<file path="src/rtl/uart_rx_ctrl.sv">
`timescale 1ns/1ps
// UART receive sequencer: oversampled start/data/parity/stop framing with a byte hand-off.
// Latency: data_valid rises floor(D/2)+(DATA_BITS+2)*D+1 cycles after the first idle cycle that sees rx low.
// Backpressure: the byte is held until data_valid & data_ready; a frame completing while held is dropped (overrun pulse).
//
// Ports:
//   clk, rst          - clock, synchronous active-high reset
//   rx                - asynchronous serial input, idles high
//   baud_div          - clocks per bit (min 4 enforced), latched at start detection
//   data_out/_valid   - received byte and its valid, consumed with data_ready
//   parity_err        - parity mismatch for the held byte
//   frame_err         - stop bit was low for the held byte
//   overrun           - one-cycle pulse when a completed frame is dropped
//   busy              - frame sequencer is not idle
module uart_rx_ctrl #(
  parameter int DATA_BITS  = 8,
  parameter bit PARITY_ODD = 1'b0,
  parameter int DIV_W      = 16
) (
  input  logic                 clk,
  input  logic                 rst,
  input  logic                 rx,
  input  logic [DIV_W-1:0]     baud_div,
  output logic [DATA_BITS-1:0] data_out,
  output logic                 data_valid,
  input  logic                 data_ready,
  output logic                 parity_err,
  output logic                 frame_err,
  output logic                 overrun,
  output logic                 busy
);

  localparam int IDX_W = (DATA_BITS > 1) ? $clog2(DATA_BITS) : 1;

  typedef enum logic [2:0] {
    S_IDLE, S_START, S_DATA, S_PARITY, S_STOP, S_WAIT_HIGH
  } state_t;

  state_t               state_q;
  logic                 sync1_q, rxs_q;
  logic [1:0]           sync_vld_q;
  logic                 armed_q;
  logic [DIV_W-1:0]     div_q, cnt_q;
  logic [IDX_W-1:0]     bit_idx_q;
  logic [DATA_BITS-1:0] shift_q, dout_q;
  logic                 perr_q, dvld_q, perr_out_q, ferr_q, ovr_q;

  logic [DIV_W-1:0]     div_d, half_m1_d, cnt_inc_d;
  logic                 rxs, bit_end, accept, stop_done, perr_d;

  assign rxs       = rxs_q;
  assign div_d     = (baud_div < DIV_W'(4)) ? DIV_W'(4) : baud_div;
  assign half_m1_d = (div_q >> 1) - DIV_W'(1);
  assign cnt_inc_d = cnt_q + DIV_W'(1);
  assign bit_end   = (cnt_q == div_q - DIV_W'(1));
  assign accept    = dvld_q & data_ready;
  assign stop_done = (state_q == S_STOP) && bit_end;
  // Mismatch when data XOR parity bit differs from the configured sense.
  assign perr_d    = (^shift_q) ^ rxs ^ PARITY_ODD;

  always_ff @(posedge clk) begin
    if (rst) begin
      state_q    <= S_IDLE;
      sync1_q    <= 1'b1;
      rxs_q      <= 1'b1;
      sync_vld_q <= 2'b00;
      armed_q    <= 1'b0;
      div_q      <= '0;
      cnt_q      <= '0;
      bit_idx_q  <= '0;
      shift_q    <= '0;
      perr_q     <= 1'b0;
      dout_q     <= '0;
      dvld_q     <= 1'b0;
      perr_out_q <= 1'b0;
      ferr_q     <= 1'b0;
      ovr_q      <= 1'b0;
    end else begin
      sync1_q    <= rx;
      rxs_q      <= sync1_q;
      // The synchronizer's reset value is not a real line sample; only arm
      // once a high has actually propagated from rx.
      sync_vld_q <= {sync_vld_q[0], 1'b1};
      if (sync_vld_q[1] && rxs) armed_q <= 1'b1;

      ovr_q <= 1'b0;
      if (accept) begin
        dvld_q     <= 1'b0;
        perr_out_q <= 1'b0;
        ferr_q     <= 1'b0;
      end
      // An accept in the completion cycle frees the slot for the new byte.
      if (stop_done) begin
        if (!dvld_q || accept) begin
          dout_q     <= shift_q;
          dvld_q     <= 1'b1;
          perr_out_q <= perr_q;
          ferr_q     <= ~rxs;
        end else begin
          ovr_q <= 1'b1;
        end
      end

      case (state_q)
        S_IDLE: begin
          if (armed_q && !rxs) begin
            state_q <= S_START;
            cnt_q   <= '0;
            div_q   <= div_d;
          end
        end
        S_START: begin
          if (cnt_q == half_m1_d) begin
            cnt_q     <= '0;
            bit_idx_q <= '0;
            state_q   <= rxs ? S_IDLE : S_DATA;
          end else begin
            cnt_q <= cnt_inc_d;
          end
        end
        S_DATA: begin
          if (bit_end) begin
            cnt_q              <= '0;
            shift_q[bit_idx_q] <= rxs;
            if (bit_idx_q == IDX_W'(DATA_BITS - 1)) state_q <= S_PARITY;
            else bit_idx_q <= bit_idx_q + IDX_W'(1);
          end else begin
            cnt_q <= cnt_inc_d;
          end
        end
        S_PARITY: begin
          if (bit_end) begin
            cnt_q   <= '0;
            perr_q  <= perr_d;
            state_q <= S_STOP;
          end else begin
            cnt_q <= cnt_inc_d;
          end
        end
        S_STOP: begin
          if (bit_end) begin
            cnt_q   <= '0;
            state_q <= rxs ? S_IDLE : S_WAIT_HIGH;
          end else begin
            cnt_q <= cnt_inc_d;
          end
        end
        S_WAIT_HIGH: begin
          // Line stuck low (break): hold off retrigger until it returns high.
          if (rxs) state_q <= S_IDLE;
        end
        default: state_q <= S_IDLE;
      endcase
    end
  end

  assign data_out   = dout_q;
  assign data_valid = dvld_q;
  assign parity_err = perr_out_q;
  assign frame_err  = ferr_q;
  assign overrun    = ovr_q;
  assign busy       = (state_q != S_IDLE);

endmodule

</file>
<file path="config.mk">
export PLATFORM = sky130hd
export DESIGN_NAME = uart_rx_ctrl
export DESIGN_NICKNAME = d
export VERILOG_FILES = /design/src/rtl/uart_rx_ctrl.sv
export SDC_FILE = /design/constraint.sdc
export NUM_CORES = 1
export LEC_CHECK = 0
export ABC_AREA = 1
export CAP_MARGIN = 20
export CORE_UTILIZATION = 36
export DETAILED_ROUTE_END_ITERATION = 16
export GPL_ROUTABILITY_DRIVEN = 1
export PLACE_DENSITY_LB_ADDON = 0.12
export SYNTH_ARGS = -nofsm -noshare
export SYNTH_HDL_FRONTEND = slang
export SYNTH_SLANG_ARGS = --single-unit
</file>
<file path="constraint.sdc">
create_clock -name clk -period 2.2 [get_ports clk]
set_input_delay 0.44 -clock clk [delete_from_list [all_inputs] [get_ports clk]]
set_output_delay 0.44 -clock clk [all_outputs]
set_load 0.005 [all_outputs]
</file>
== Word-level counts from Yosys, hierarchy flattened ==
Index checks and enable logic that the tools add are counted.

* Add/sub/neg operators: 4
* Magnitude comparators: 3
* Equality and inequality tests: 16
* Multiplexer cells: 33
* Bitwise operators: 4
* Reduce and logical (&&, ||, !) cells: 21

{| class="wikitable"
|+ Operators by type and width
! kind !! count
|-
| two-way mux 16 bit || 4
|-
| one-hot mux 16 bit (3 select lines) || 1
|-
| two-way mux 3 bit || 11
|-
| == test 16 bit || 2
|-
| one-hot mux 3 bit (6 select lines) || 1
|-
| adder 16 x 1 -> 16 bit, second input constant || 1
|-
| < comparator 16 x 3 -> 1 bit, second input constant || 1
|-
| != test 2 bit, second input constant || 8
|-
| subtractor 15 x 1 -> 16 bit, second input constant || 1
|-
| subtractor 16 x 1 -> 16 bit, second input constant || 1
|-
| two-way mux 1 bit || 12
|-
| AND reduction 2 bit || 5
|-
| == test 3 bit, second input constant || 3
|-
| bitwise mux 8 bit || 1
|-
| parity 8 bit || 1
|-
| AND reduction 7 bit || 1
|-
| == test 3 x 2 -> 1 bit, second input constant || 2
|-
| one-hot mux 3 bit (2 select lines) || 1
|-
| nonzero test 3 bit || 2
|-
| logical AND 1 bit || 4
|-
| < comparator 3 x 4 -> 1 bit, second input constant || 1
|-
| AND reduction 4 bit || 1
|-
| adder 3 x 1 -> 3 bit, second input constant || 1
|-
| demux 1 bit (select 3 bit) || 1
|-
| other kinds (12) || 14
|}

* Bits in registers: 64
* Bits of input ports: 20
* Logic and storage cells: 97

== Logic depth before layout (Yosys ltp) ==
Gate-level depths: netlist of the first run.

* Word-level depth: 5
* Gate-level depth with buffers: 18
* Gate-level depth less buffers: 18

== Worst setup path before layout of the first run ==
No wires, ideal clock.

* Kind: flip-flop to flip-flop
* Start point: register div_q[1]
* End point: register ferr_q (netlist: frame_err)
* Setup time: 0.127 ns
* Arrival time: 1.967 ns
* Data required time: 2.073 ns
* Slack: 0.106 ns
* Stages on the path, launching flop included: 17
* Period minus slack after synthesis: 2.094 ns
* Path through: dfxtp_1 inv_1 ha_1 inv_1 nor2_1 nand2_1 nor2_2 nand3b_1 nand2_1 nand3_1 nor2_2 nand3_4 nor2_2 nand2_2 buf_6 o21ai_1 nor2_1

* Word-level cells in the longest chain between the ends: 4

{| class="wikitable"
|+ Ends and longest elaborated chain
! what !! line !! source
|-
| start, declared || 43 || <nowiki>logic [DIV_W-1:0] div_q, cnt_q;</nowiki>
|-
| start signal, assigned || 109 || <nowiki>div_q <= div_d;</nowiki>
|-
| subtractor 16 x 1 -> 16 bit || 55 || <nowiki>assign bit_end = (cnt_q == div_q - DIV_W'(1));</nowiki>
|-
| == test 16 bit || 55 ||
|-
| logical AND 1 bit || 57 || <nowiki>assign stop_done = (state_q == S_STOP) && bit_end;</nowiki>
|-
| two-way mux 1 bit || 93 || <nowiki>if (stop_done) begin</nowiki>
|-
| end signal, assigned || 98 || <nowiki>ferr_q <= ~rxs;</nowiki>
|-
| end, declared || 46 || <nowiki>logic perr_q, dvld_q, perr_out_q, ferr_q, ovr_q;</nowiki>
|}

Every way passes these cells.
A chain may end at the register's enable or synchronous reset.

== Final worst setup path of the first run ==
* Start point: register div_q[1]
* End point: register bit_idx_q[2]

* Word-level cells in the longest chain between the ends: 4
* Elaborated cells between the ends (all ways): 7
* Those cells by class: 2 x add/sub; 4 x eq/ne; 1 x reduce/logical

{| class="wikitable"
|+ Ends and longest elaborated chain
! what !! line !! source
|-
| subtractor 16 x 1 -> 16 bit or subtractor 15 x 1 -> 16 bit (tied branches) || 55, 53 ||
|-
| == test 16 bit, on equally long branches || 55, 113 ||
|-
| != test 2 bit (no source line) || - ||
|-
| AND reduction 4 bit (no source line) (*) || - ||
|-
| end signal, assigned || 126 || <nowiki>else bit_idx_q <= bit_idx_q + IDX_W'(1);</nowiki>
|-
| end, declared || 44 || <nowiki>logic [IDX_W-1:0] bit_idx_q;</nowiki>
|}

Mark *: on every way between the ends. The rest lies on a longest branch, timed or not.

==> results.py, run 1 <==
metrics = {
    "detailed_routing": {
        "drt-total-wl_um": 15200,
        "ant_nets": 0,
        "wl_per_cell_um": 14.4,
        "drt_pass1_iterations": 5,
        "drtIter0Drc": 366,
        "vias_per_cell": 4.88,
        "route.detailed.drc": 0,
        "vias": 5142,
    },
    "critical_path": {
        "crit_path_max_fanout": 7,
        "rr_startpoint": "div_q[1]",
        "cp_data_required_time_ns": 2.49,
        "crit_type": "reg2reg",
        "rr_endpoint": "bit_idx_q[2]",
        "cp_slowest_stage_delay_ns": 0.35,
        "path_cells": "inv_4 -> ha_4 -> inv_2 -> nand2_1 -> nand2_1 -> nor2_2 -> nand2_1 -> nor3_2 -> nand3_1 -> nor2_2 -> nand3_4 -> nand2_2 -> nand3_2 -> nand2_1 -> nand2_1 -> nor2_1",
        "rrSetupSlack_ns": -0.08,
        "crit_arrival_ns": 2.57,
        "start_kind": "flip-flop",
        "endpoint_kind": "flip-flop",
        "cpMaxStageDelayCell": "dfxtp_2",
        "cpMostUsedCell": "nand2_1",
        "reg2regPathDepth": 16,
    },
    "cts": {
        "cts.path.max_buffers": 2,
        "insertion_delay_ns": 0.35,
        "clock-root-buffer": "clkbuf_16",
        "htreeDepth": 3,
        "hold_buffers": 0,
        "cts_tree": "yes",
        "clk_pin_slew_ns": 0.06,
        "cts_made_buffers": 9,
        "cts_sinks": 64,
    },
    "place": {
        "io_buffers": 32,
        "globalplace.congestion": 0.951,
        "post_dp_cell_area_um2": 5710,
        "dpl.cell_count": 1035,
        "dp_hpwl_um": 11500,
    },
    "finish": {
        "final_area_um2": 6250,
        "area_growth_pct": 33.0,
        "instances_no_fill": 1054,
        "layout-drive-gt1-share": 0.207,
        "final_core_util": 0.493,
        "n_antenna_cell": 0,
        "num-nets-final": 902,
    },
    "logic_synthesis": {
        "yosys_warnings": 0,
        "synth_seq_cells": 64,
        "synth.top_cell.area_share": 0.273,
        "synth_area_leaders": "dfxtp_1 27%, nand2_1 16%, nand3_1 10%",
        "synth_cells": 779,
        "syn-cell-area_um2": 4700,
        "ys_seq_area_frac": 0.273,
        "synth_common_cells": "198 x nand2_1, 112 x nor2_1, 101 x inv_1, 98 x nand3_1, 64 x dfxtp_1",
        "synthArstFlopShare": 0,
        "synth_area_leader_cell": "dfxtp_1",
        "synth.avg_cell_area_um2": 6.03,
        "synth_nets": 804,
        "synth.most_common_cell": "nand2_1",
        "synth_edf_count": 0,
        "synth_top_flop_cell": "dfxtp_1",
        "netlist-cell-type-count": 39,
    },
    "power_and_ir_drop": {
        "pwr-share-seq": 0.280,
        "power_density_nw_per_um2": 753,
        "p_int_mw": 2.88,
        "switchingPower_mw": 1.83,
        "p_leak_nw": 3.12,
        "clock_power_share": 0.342,
        "vdd_drop_max_v": 0.000449,
        "power.total_mw": 4.71,
        "swShare": 0.388,
        "power_frac_comb": 0.378,
    },
    "sta": {
        "timing.final.crit_share": 1.04,
        "period_needed_ns": 2.28,
        "finalHoldViolCount": 0,
        "setup_viol": 22,
        "final_max_slew_viol_count": 0,
        "finClkSkew_ns": 0.00616,
        "tightest_slew_ns": 0.807,
        "fmax_ghz": 0.438,
        "fin_setup_tns_ns": -1.52,
        "setup_ws_ns": -0.0839,
        "rsz0062_at_grt": "true",
        "max_slew_margin": 0.461,
    },
    "floorplanning": {
        "floorplan.initialDensity": 0.371,
        "ios": 33,
        "die_x_um": 116,
        "rows": 41,
        "die_area_um2": 13500,
        "core_um2": 12700,
        "dieHeight_um": 116,
    },
    "min_path": {
        "hold_end": "sync_vld_q[1]",
        "min_path_cells": 2,
        "hp-class": "reg2reg",
        "worstHoldStart": "sync_vld_q[0]",
    },
    "grt": {
        "grt_first_pass_wirelength_um": 23800,
        "antenna_found_initial": 0,
        "grt_remaining_overflow": 0,
        "track_usage": 0.234,
        "grt_max_degree": 44,
        "grt_pass1_vias": 4786,
    },
    "status": {
        "violations": "setup timing",
        "status": "complete, but fails checks",
    },
    "flow_run": {
        "cap_violations": 0,
    },
}
==> final cells by class <==
type | count | area [um2]
Fill cell | 1340 | 6420
Clock buffer | 9 | 225
Clock inverter | 7 | 103
Multi-Input combinational cell | 582 | 3070
Inverter | 108 | 413
Timing Repair Buffer | 112 | 933
Tap cell | 172 | 215
Sequential cell | 64 | 1290
==> per-layer routing <==
layer / wire [um] / up-vias / global-route usage / part of all wire
met4: 193 / 0 / 0.0615 / 0.013
met5: 0 / - / 0 / 0
met3: 775 / 13 / 0.0529 / 0.051
li1: - / 2651 / - / -
met2: 6780 / 118 / 0.369 / 0.45
met1: 7460 / 2360 / 0.321 / 0.49
==> power groups by stage <==
stage / logic, mW / clock network, mW / registers [mW]
2_1_floorplan: 1.11 / 0 / 1.31
3_3_place_gp: 1.65 / 0 / 1.34
3_5_place_dp: 1.68 / 0 / 1.34
4_1_cts: 1.72 / 1.64 / 1.32
5_1_grt: 1.97 / 1.69 / 1.33
6_report: 1.78 / 1.61 / 1.32
==> layout by cell type (no fill, tap or decap), types with 12 or more instances in the layout <==
cell / count
nor2_2: 20
o21ai_0: 19
o21ai_1: 12
nor2_4: 17
dfxtp_1: 57
nand2_2: 12
buf_4: 79
clkdlybuf4s50_1: 32
nand2_1: 191
nor2_1: 97
xor2_1: 30
nand3_1: 95
inv_1: 96
a21oi_1: 17
==> worst max-delay path by stage <==
stage	from	cells after the start	to	slack (ns)
2_1_floorplan	div_q[1]	16	frame_err	0.11
3_3_place_gp	div_q[1]	16	data_out[0]	-0.19
3_5_place_dp	div_q[1]	16	data_out[7]	-0.27
4_1_cts	div_q[1]	17	shift_q[1]	-0.07
5_1_grt	div_q[1]	17	bit_idx_q[2]	-0.28
6_report	div_q[1]	16	bit_idx_q[2]	-0.08
==> kinds of logic after synthesis <==
logic type,count (synthesis),share of synthesized area
flip-flops,64,0.273
AND/OR/NAND/NOR,471,0.448
XOR/XNOR,41,0.0764
buffers and inverters,133,0.112
AO/OA/AOI/OAI,65,0.0780
adder cells (fa/ha/maj),5,0.0133
==> worst max-delay path: cells and delay by family, from the launching register on <==
kind | cells | cell delay (ns)
and+or+nand+nor | 13 | 1.50
DFF | 1 | 0.35
buffers and inverters | 2 | 0.09
adders and majority gates | 1 | 0.27
==> metrics by stage <==
stage          setup WS [ns]  hold WS (ns)
2_1_floorplan          0.106         0.388
3_3_place_gp          -0.186         0.392
4_1_cts              -0.0728         0.401
5_1_grt               -0.279         0.423
3_5_place_dp          -0.267         0.395
6_report             -0.0839         0.394
==> flip-flops by register name (all words and copies together) (netlist names), 2 cells and up <==
name / count
state_q: 3
div_q: 16
sync_vld_q: 2
shift_q: 8
cnt_q: 16
data_out: 8
bit_idx_q: 3
==> repair_timing <==
item,in CTS,in global routing
setup endpoints to repair,43,43
gates resized for setup,27,35
gates cloned,0,0
buffers inserted,3,0
pin swaps,9,14
(Power assumes the default switching activity.)
==> inputs of run 2 (changes only) <==
--- a/config.mk
+++ b/config.mk
@@ -7,10 +7,11 @@
 export LEC_CHECK = 0
 export ABC_AREA = 1
 export CAP_MARGIN = 20
+export CORE_MARGIN = 5
 export CORE_UTILIZATION = 36
 export DETAILED_ROUTE_END_ITERATION = 16
 export GPL_ROUTABILITY_DRIVEN = 1
-export PLACE_DENSITY_LB_ADDON = 0.12
+export PLACE_DENSITY = 0.57
 export SYNTH_ARGS = -nofsm -noshare
 export SYNTH_HDL_FRONTEND = slang
 export SYNTH_SLANG_ARGS = --single-unit
==> run 2 against run 1 <==
  * The flow still finishes with violations (setup timing)
  * Non-clock buffer count increased by 3
  * Die area grew 14%
  * Sequential share of layout area down 1.2 points
  * Critical endpoint is now shift_q[3]
  * Hold slack improved by 0.0066 ns
  * Clock-buffer cell count rose by 2
  * Sequential cell count did not move
  * First-iteration DRC count up 18%
  * Largest power group unchanged
  * Wire length grew 4.1%
  * Combinational power rose by 9%
  * Largest cell class unchanged
  * Clock power shrank 8%
  * Fmax increased by 2.6%
  * Cell count is 0.38% higher
==> results.py, run 2 (synthesis gave the netlist of run 1 again) <==
metrics = {
    "finish": {
        "nFillCells": 1290,
        "layout-drive-gt1-share": 0.297,
        "mostFrequentLayoutCell": "nand2_1",
        "final_area_um2": 6730,
        "n_antenna_cell": 0,
        "reg_top3": "cnt_q: 16 flops, div_q: 16 flops",
        "num-nets-final": 906,
        "instances_no_fill": 1058,
        "final_cell_mix": "169 x nand2_1, 92 x inv_1, 90 x nor2_1, 73 x buf_4, 71 x nand3_1",
        "area_growth_pct": 43.1,
    },
    "power_and_ir_drop": {
        "p_leak_nw": 3.27,
        "vdd_drop_max_v": 0.000533,
        "power_density_nw_per_um2": 705,
        "power.total_mw": 4.74,
    },
    "critical_path": {
        "endpoint_kind": "flip-flop",
        "crit_arrival_ns": 2.51,
        "crit_type": "reg2reg",
        "cp_data_required_time_ns": 2.48,
        "start_kind": "flip-flop",
        "crit_path_max_fanout": 6,
    },
    "floorplanning": {
        "core_um2": 12700,
        "dieHeight_um": 124,
        "rows": 41,
        "die_x_um": 124,
        "ios": 33,
        "floorplan.initialDensity": 0.369,
        "die_area_um2": 15400,
    },
    "grt": {
        "antenna_found_initial": 0,
        "grt_first_pass_wirelength_um": 24600,
        "grt_pass1_vias": 4905,
        "grt_max_degree": 44,
        "grt_remaining_overflow": 0,
        "track_usage": 0.196,
    },
    "min_path": {
        "hp-class": "reg2reg",
    },
    "detailed_routing": {
        "drtIter0Drc": 433,
        "vias_per_cell": 4.99,
        "route.detailed.drc": 0,
        "drt_pass1_iterations": 5,
        "vias": 5280,
        "drt-total-wl_um": 15800,
        "ant_nets": 0,
        "wl_per_cell_um": 15.0,
    },
    "sta": {
        "period_needed_ns": 2.23,
        "setup_ws_ns": -0.0265,
        "tightest_slew_ns": 0.433,
        "final_max_slew_viol_count": 0,
        "finClkSkew_ns": 0.0101,
        "timing.final.crit_share": 1.01,
        "max_slew_margin": 0.710,
        "fin_setup_tns_ns": -0.0804,
        "rsz0062_at_grt": "true",
        "finalHoldViolCount": 0,
        "setup_viol": 8,
        "fmax_ghz": 0.449,
    },
    "place": {
        "globalplace.congestion": 0.991,
        "io_buffers": 32,
        "pre_cts_slack_ns": -0.246,
        "dpl.cell_count": 1030,
        "dp_hpwl_um": 11800,
        "post_dp_cell_area_um2": 5690,
    },
    "cts": {
        "cts.path.max_buffers": 2,
        "cts_made_buffers": 9,
        "clock-root-buffer": "clkbuf_16",
        "clk_pin_slew_ns": 0.06,
        "cts_sinks": 64,
        "htreeDepth": 3,
        "cts_tree": "yes",
        "insertion_delay_ns": 0.34,
    },
    "status": {
        "violations": "setup timing",
        "status": "complete, but fails checks",
    },
    "flow_run": {
        "cap_violations": 0,
    },
}
## run 2: repair_timing
| item | 4_1_cts | 5_1_grt |
|---|---|---|
| buffers inserted | 5 | 4 |
| setup endpoints to repair | 43 | 43 |
| resized for setup | 38 | 135 |
| hold buffers | 0 | 0 |
| pin swaps | 19 | 55 |
| cloned | 0 | 3 |
## run 2: power by group
| group | switching [mW] | internal [mW] |
|---|---|---|
| clock | 0.542 | 0.934 |
| combinational | 1.22 | 0.713 |
| sequential | 0.0967 | 1.24 |
| total | 1.86 | 2.88 |
## run 2: final timing paths
path,slack (ns),depth (start not counted),to,from
setup reg to reg,-0.03,17,shift_q[3],div_q[1]
hold reg to reg,0.40,2,sync_vld_q[1],sync_vld_q[0]
hold / removal,0.40,2,sync_vld_q[1],sync_vld_q[0]
setup / recovery,-0.03,17,shift_q[3],div_q[1]
## run 2: layout make-up
| type | count | area, um2 | area share |
|---|---|---|---|
| multi-input combinational | 583 | 3460 | 0.515 |
| sequential | 64 | 1310 | 0.194 |
| timing repair buffer | 115 | 1020 | 0.152 |
| inverter | 108 | 418 | 0.0621 |
| clock buffer | 11 | 253 | 0.0376 |
| tap | 172 | 215 | 0.0320 |
| clock inverter | 5 | 55.1 | 0.00818 |
## run 2: layer usage
metal,wire length [um],GRT usage,part of all wire
met5,0,0,0
met4,332,0.0561,0.021
met3,932,0.0476,0.059
met2,7490,0.320,0.47
met1,7070,0.257,0.45
## run 2: worst max-delay path: stages (launching register included)
cell	delay [ns]
dfxtp_2	0.35
inv_4	0.05
ha_4	0.26
inv_2	0.03
nand2_2	0.05
nand2_2	0.07
nor2_4	0.13
buf_6	0.11
nand2_2	0.05
nor2_2	0.12
nand3_2	0.10
nor2_4	0.13
nand3b_1	0.12
nor2_4	0.19
nand4_1	0.14
nand2_1	0.10
nand2_1	0.06
nor2_2	0.10
## run 2: stage by stage
stage | hold slack (ns) | util
global route | 0.433 | 0.529
finish | 0.400 | 0.529
floorplan | 0.388 | -
global placement | 0.391 | 0.447
CTS | 0.401 | 0.485
detailed placement | 0.393 | 0.447
==> inputs of run 3 (changes only) <==
--- a/config.mk
+++ b/config.mk
@@ -12,6 +12,7 @@
 export DETAILED_ROUTE_END_ITERATION = 16
 export GPL_ROUTABILITY_DRIVEN = 1
 export PLACE_DENSITY = 0.57
+export SLEW_MARGIN = 20
 export SYNTH_ARGS = -nofsm -noshare
 export SYNTH_HDL_FRONTEND = slang
 export SYNTH_SLANG_ARGS = --single-unit
==> results of run 3 <==
No change in the layout: final DEF, timing and power equal those of run 2.
